### src/rtl/wave_capture_pkg.sv
// Shared constants and state encoding for the waveform capture block.
package wave_capture_pkg;

  localparam int DEFAULT_SAMPLE_WIDTH = 16;
  localparam int DEFAULT_FRAME_LEN    = 256;
  localparam int ADDR_BITS            = $clog2(DEFAULT_FRAME_LEN);
  localparam int OUT_WIDTH            = 8;

  // Quantisation keeps the sign bit (inverted to offset binary) plus the
  // next QUANT_MAG_BITS bits below it.
  localparam int QUANT_MAG_BITS = OUT_WIDTH - 1;

  typedef enum logic [1:0] {
    ARMED  = 2'd0,
    ACTIVE = 2'd1,
    WAIT   = 2'd2
  } state_t;

endpackage

### src/rtl/dffr.sv
// Generic register with synchronous active-high reset to zero.
module dffr #(
  parameter int WIDTH = 1
) (
  input  logic             clk,
  input  logic             reset,
  input  logic [WIDTH-1:0] d,
  output logic [WIDTH-1:0] q
);

  // NOTE: sequential state uses non-blocking assignments so every register
  // samples its inputs from the same pre-edge values.
  always_ff @(posedge clk) begin
    if (reset) q <= '0;
    else       q <= d;
  end

endmodule

### src/rtl/wave_capture_trigger.sv
// Remembers the previous sample and flags a negative -> non-negative crossing.
module wave_trigger #(
  parameter int SAMPLE_WIDTH = 16
) (
  input  logic                    clk,
  input  logic                    reset,
  input  logic                    new_sample_ready,
  input  logic [SAMPLE_WIDTH-1:0] new_sample_in,
  output logic [SAMPLE_WIDTH-1:0] prev_sample,
  output logic                    trigger
);

  always_ff @(posedge clk) begin
    if (reset)                 prev_sample <= '0;
    else if (new_sample_ready) prev_sample <= new_sample_in;
  end

  // Zero counts as non-negative, so only the sign bits matter.
  assign trigger = new_sample_ready
                 & prev_sample[SAMPLE_WIDTH-1]
                 & ~new_sample_in[SAMPLE_WIDTH-1];

endmodule

### src/rtl/wave_capture.sv
// Captures one trigger-aligned frame into the idle half of a double-buffered RAM
// and swaps halves when the display reports it is safe to do so.
module wave_capture
  import wave_capture_pkg::*;
#(
  parameter int SAMPLE_WIDTH = DEFAULT_SAMPLE_WIDTH,
  parameter int FRAME_LEN    = DEFAULT_FRAME_LEN
) (
  input  logic                           clk,
  input  logic                           reset,
  input  logic                           new_sample_ready,
  input  logic [SAMPLE_WIDTH-1:0]        new_sample_in,
  input  logic                           wave_display_idle,
  output logic [$clog2(FRAME_LEN):0]     write_address,
  output logic                           write_enable,
  output logic [OUT_WIDTH-1:0]           write_sample,
  output logic                           read_index
);

  localparam int AW = $clog2(FRAME_LEN);

  logic [1:0]              state_q;
  state_t                  state_d;
  logic [AW-1:0]           count_q, count_d;
  logic                    read_index_d;
  logic                    write_enable_d;
  logic [AW:0]             write_address_d;
  logic [OUT_WIDTH-1:0]    write_sample_d;
  logic [SAMPLE_WIDTH-1:0] prev_sample;
  logic                    trigger;
  logic                    do_write;
  logic [AW-1:0]           write_index;

  wave_trigger #(.SAMPLE_WIDTH(SAMPLE_WIDTH)) u_trigger (
    .clk              (clk),
    .reset            (reset),
    .new_sample_ready (new_sample_ready),
    .new_sample_in    (new_sample_in),
    .prev_sample      (prev_sample),
    .trigger          (trigger)
  );

  // NOTE: every signal driven here gets a default first, so no path through
  // the case statement can leave one unassigned and infer a latch.
  always_comb begin
    state_d      = state_t'(state_q);
    count_d      = count_q;
    read_index_d = read_index;
    do_write     = 1'b0;
    write_index  = count_q;

    case (state_q)
      ARMED: begin
        if (trigger) begin
          do_write    = 1'b1;
          write_index = '0;
          count_d     = AW'(1);
          state_d     = ACTIVE;
        end
      end
      ACTIVE: begin
        if (new_sample_ready) begin
          do_write = 1'b1;
          count_d  = count_q + AW'(1);
          if (count_q == AW'(FRAME_LEN - 1)) state_d = WAIT;
        end
      end
      WAIT: begin
        // A strobe arriving with the idle flag is swallowed: no trigger check.
        if (wave_display_idle) begin
          read_index_d = ~read_index;
          state_d      = ARMED;
        end
      end
      default: state_d = ARMED;
    endcase
  end

  assign write_enable_d  = do_write;
  assign write_address_d = do_write ? {~read_index, write_index} : write_address;
  assign write_sample_d  = do_write
                         ? {~new_sample_in[SAMPLE_WIDTH-1],
                            new_sample_in[SAMPLE_WIDTH-2 -: QUANT_MAG_BITS]}
                         : write_sample;

  dffr #(.WIDTH(2)) u_state (
    .clk(clk), .reset(reset), .d(state_d), .q(state_q)
  );

  dffr #(.WIDTH(AW)) u_count (
    .clk(clk), .reset(reset), .d(count_d), .q(count_q)
  );

  dffr #(.WIDTH(1)) u_read_index (
    .clk(clk), .reset(reset), .d(read_index_d), .q(read_index)
  );

  dffr #(.WIDTH(1)) u_write_enable (
    .clk(clk), .reset(reset), .d(write_enable_d), .q(write_enable)
  );

  dffr #(.WIDTH(AW + 1)) u_write_address (
    .clk(clk), .reset(reset), .d(write_address_d), .q(write_address)
  );

  dffr #(.WIDTH(OUT_WIDTH)) u_write_sample (
    .clk(clk), .reset(reset), .d(write_sample_d), .q(write_sample)
  );

endmodule
### config.mk
export PLATFORM = sky130hd
export DESIGN_NAME = wave_capture
export DESIGN_NICKNAME = d
export VERILOG_FILES = /design/src/rtl/wave_capture_pkg.sv /design/src/rtl/dffr.sv /design/src/rtl/wave_capture_trigger.sv /design/src/rtl/wave_capture.sv
export SDC_FILE = /design/constraint.sdc
export NUM_CORES = 1
export LEC_CHECK = 0
export ABC_AREA = 1
export ABC_CLOCK_PERIOD_IN_PS = 1900
export BUFFER_PORTS_ARGS = -buffer_cell sky130_fd_sc_hd__buf_4
export CAP_MARGIN = 20
export CORE_ASPECT_RATIO = 1.4
export CORE_MARGIN = 5
export CORE_UTILIZATION = 49
export CTS_CLUSTER_SIZE = 40
export DETAILED_ROUTE_END_ITERATION = 10
export GPL_ROUTABILITY_DRIVEN = 0
export PLACE_DENSITY = 0.83
export SYNTH_ARGS = -nofsm -noshare
export SYNTH_HDL_FRONTEND = slang
export SYNTH_SLANG_ARGS = --single-unit
### constraint.sdc
create_clock -name clk -period 1.9 [get_ports clk]
set_clock_uncertainty 0.15 [all_clocks]
set_input_delay 0.095 -clock clk [delete_from_list [all_inputs] [get_ports clk]]
set_output_delay 0.095 -clock clk [all_outputs]
set_load 0.02 [all_outputs]
==> run_results.csv <==
group,metric,value,unit
floorplanning,io_pins,39,
drt,drt_pass1_iterations,4,
cells_and_area,fin_cells,252,
pwr,vdd.ir_drop.worst,0.8957,mV
cts,clk_pin_slew,0.11,ns
synth,synth_top_family_by_area,"simple AND/OR/NAND/NOR gates",
synth,synth.mux.area_fraction,0,
cts,clock_latency,0.35,ns
cells_and_area,num-nets-final,236,
place,dp_cells,233,
synth,synth_nets,192,
worst_setup_path,arrival,1.70,ns
job,maxCapViolCount,0,
synth,yosysTopAreaCellShare,0.4674,
grt,met3_usage,0.07579,
drt,vias,1249,
cts,cts_num_sinks,30,
sta,finalMaxSlewViolations,0,
cells_and_area,diodes,0,
worst_setup_path,path_cells,"inv_2 > nor2_4 > nand2_4 > nand2_4 > inv_1 > nor2_1 > nor2_1",
worst_setup_path,crit_family,"simple AND/OR/NAND/NOR gates",
sta,rsz0062_at_grt,"false",
place,dp_hpwl,1973,um
drt,vias_per_cell,4.956,
cts,root_buffer,"clkbuf_4",
drt,drt_iter0_markers,22,
synth,ys_types,23,
pwr,power,1.274,mW
sta,worst-slew-pin-transition,0.3387,ns
grt,grt_max_degree,14,
drt,drc_errors,0,
drt,wl_per_cell,11.39,um
outcome,status,"finished clean",
synth,synth_top_area_cell,"dfxtp_1",
worst_hold_path,worstHoldPathType,"register to register",
sta,finalHoldViolCount,0,
place,placedInstanceArea,0.001524,sq mm
cells_and_area,syn_to_final_growth,33.59,%
grt,grt_pass1_vias,1195,
pwr,p_per_area,742.2,mW/mm^2
cts,cts_made_buffers,5,
synth,synthAdderAreaFrac,0.009737,
grt,grtUsageMet2,0.2947,
cts,cts_tree,"built",
grt,grt_antenna_before_repair,0,
floorplanning,start_util,0.5020,
sta,layout_min_cycle_time,1.606,ns
worst_setup_path,cp_max_fo,13,
synth,yosysWarnings,0,
cells_and_area,regArea,600.6,sq um
sta,relSlewSlack,0.7739,
grt,grt_use_total,0.1809,
floorplanning,rows,22,
place,place_worst_setup_slack,0.3137,ns
cells_and_area,fin_util,0.6706,
worst_setup_path,critPathSlowestCell,"dfxtp_1",
floorplanning,fp.dieW,53.28,um
synth,ys_ff_latch,30,
drt,drt.antenna.violating_nets,0,
worst_setup_path,slowest_delay,0.40,ns
worst_setup_path,critPathBufInv,2,
worst_setup_path,required,2.00,ns
synth,syn_area,0.001285,sq mm
sta,setup_tns,0,ns
floorplanning,dieArea,0.003761,sq mm
synth,synthSimpleGateAreaFrac,0.3194,
sta,whs,0.3174,ns
grt,grt_first_pass_wirelength,5037,um
synth,yosysSeqAreaShare,0.4674,
drt,drt_wl_total,2870,um
grt,grt_remaining_overflow,0,
cells_and_area,finish.instance_area,0.001717,sq mm
sta,max_clock_freq,622.7,MHz
grt,top_usage_layer,"met2",
synth,avgSynthCellArea,7.515,sq um
cts,htreeDepth,2,
grt,grtUsageMet1,0.1905,
floorplanning,core_area,0.002560,sq mm
sta,worst_slack,0.2942,ns
sta,finalSetupViolCount,0,
place,port_buffers,30,
cts,clockBufferDepth,2,
synth,synth_compound_area_frac,0.1110,
synth,synth_xor_area_frac,0.006816,
cells_and_area,n_fill_cell,213,
worst_setup_path,cp-start-kind,"register",
cells_and_area,multi_input_area,574.3,sq um
worst_setup_path,worst-setup-path-type,"register to register",
floorplanning,die_h,70.59,um
synth,postSynthCellCount,171,
worst_setup_path,worstSetupEndpointType,"register",
pwr,p_leak,0.7551,nW
sta,fin_crit_sh,0.8452,
cells_and_area,drive_gt1_frac,0.2269,
synth,ys_top_cells_by_area,"dfxtp_1 47%, nand2_1 11%, nor2_1 7.3%, a21oi_1 6.2%, nand3_1 5.1%",
==> worst min-delay path: stages, from the launching register on <==
cell and delay [ns]:
dfxtp_1 0.32, nand2_1 0.06, a21oi_1 0.05
==> what timing repair did <==
action | CTS | global route
setup buffers | 0 | 0
hold buffers | 11 | 0
hold endpoints to repair | 25 | 0
gates resized for setup | 0 | 0
==> cell type report <==
type,instances,area share
Clock inverter,3,0.02624
Clock buffer,5,0.02187
Tap cell,36,0.02624
Inverter,19,0.04155
Timing Repair Buffer,42,0.1997
Sequential cell,30,0.3499
Multi-Input combinational cell,117,0.3345
==> synth_stat cells, drive strengths merged <==
master  instances
clkinv          1
a21oi          16
nand2          43
xor2            1
ha              1
nor3            1
o21ai          11
nor2           28
nand3          14
inv            18
clkbuf          1
and2            1
o211ai          1
buf             4
dfxtp          30
==> cells by family after synthesis <==
group | Yosys count
and+or+nand+nor | 87
adders and majority gates | 1
DFF | 30
buffers and inverters | 24
xor gates and xnor gates | 1
AOI/OAI and AO/OA | 28
==> per-layer routing <==
layer	wire length [um]	vias to the layer above
met5	0	-
met4	108	0
met3	211	10
met2	1415	39
met1	1135	570
li1	-	630
==> path summary, 6_finish.rpt <==
path                           to                  from  cells past startpoint  slack, ns
max           u_write_sample.q[2]          u_state.q[0]                      7       0.29
min          u_write_address.q[7]  u_write_address.q[7]                      2       0.32
max reg2reg   u_write_sample.q[2]          u_state.q[0]                      7       0.29
min reg2reg  u_write_address.q[7]  u_write_address.q[7]                      2       0.32
==> report_power, final <==
group	total [mW]	switching (mW)	internal, mW
Clock	0.518	0.242	0.276
Combinational	0.109	0.0573	0.0522
Sequential	0.647	0.00703	0.640
Total	1.27	0.306	0.968
==> registers in the layout, indices dropped and copies added, names as in the netlist <==
register / cells
u_read_index.q: 1
u_write_enable.q: 1
u_count.q: 8
u_write_address.q: 9
u_trigger.prev_sample: 1
u_state.q: 2
u_write_sample.q: 8
==> layout by cell type (no fill, tap or decap), drive strengths merged <==
| cell | n |
|---|---|
| dlygate4sd3 | 11 |
| ha | 1 |
| dfxtp | 30 |
| nand2 | 43 |
| nor2 | 28 |
| and2 | 1 |
| buf | 31 |
| clkinv | 1 |
| xor2 | 1 |
| clkbuf | 5 |
| o21ai | 11 |
| nand3 | 14 |
| inv | 18 |
| clkinvlp | 2 |
| a21oi | 16 |
| nor3 | 1 |
| bufinv | 1 |
| o211ai | 1 |
Power figures use the tool's default switching activity.
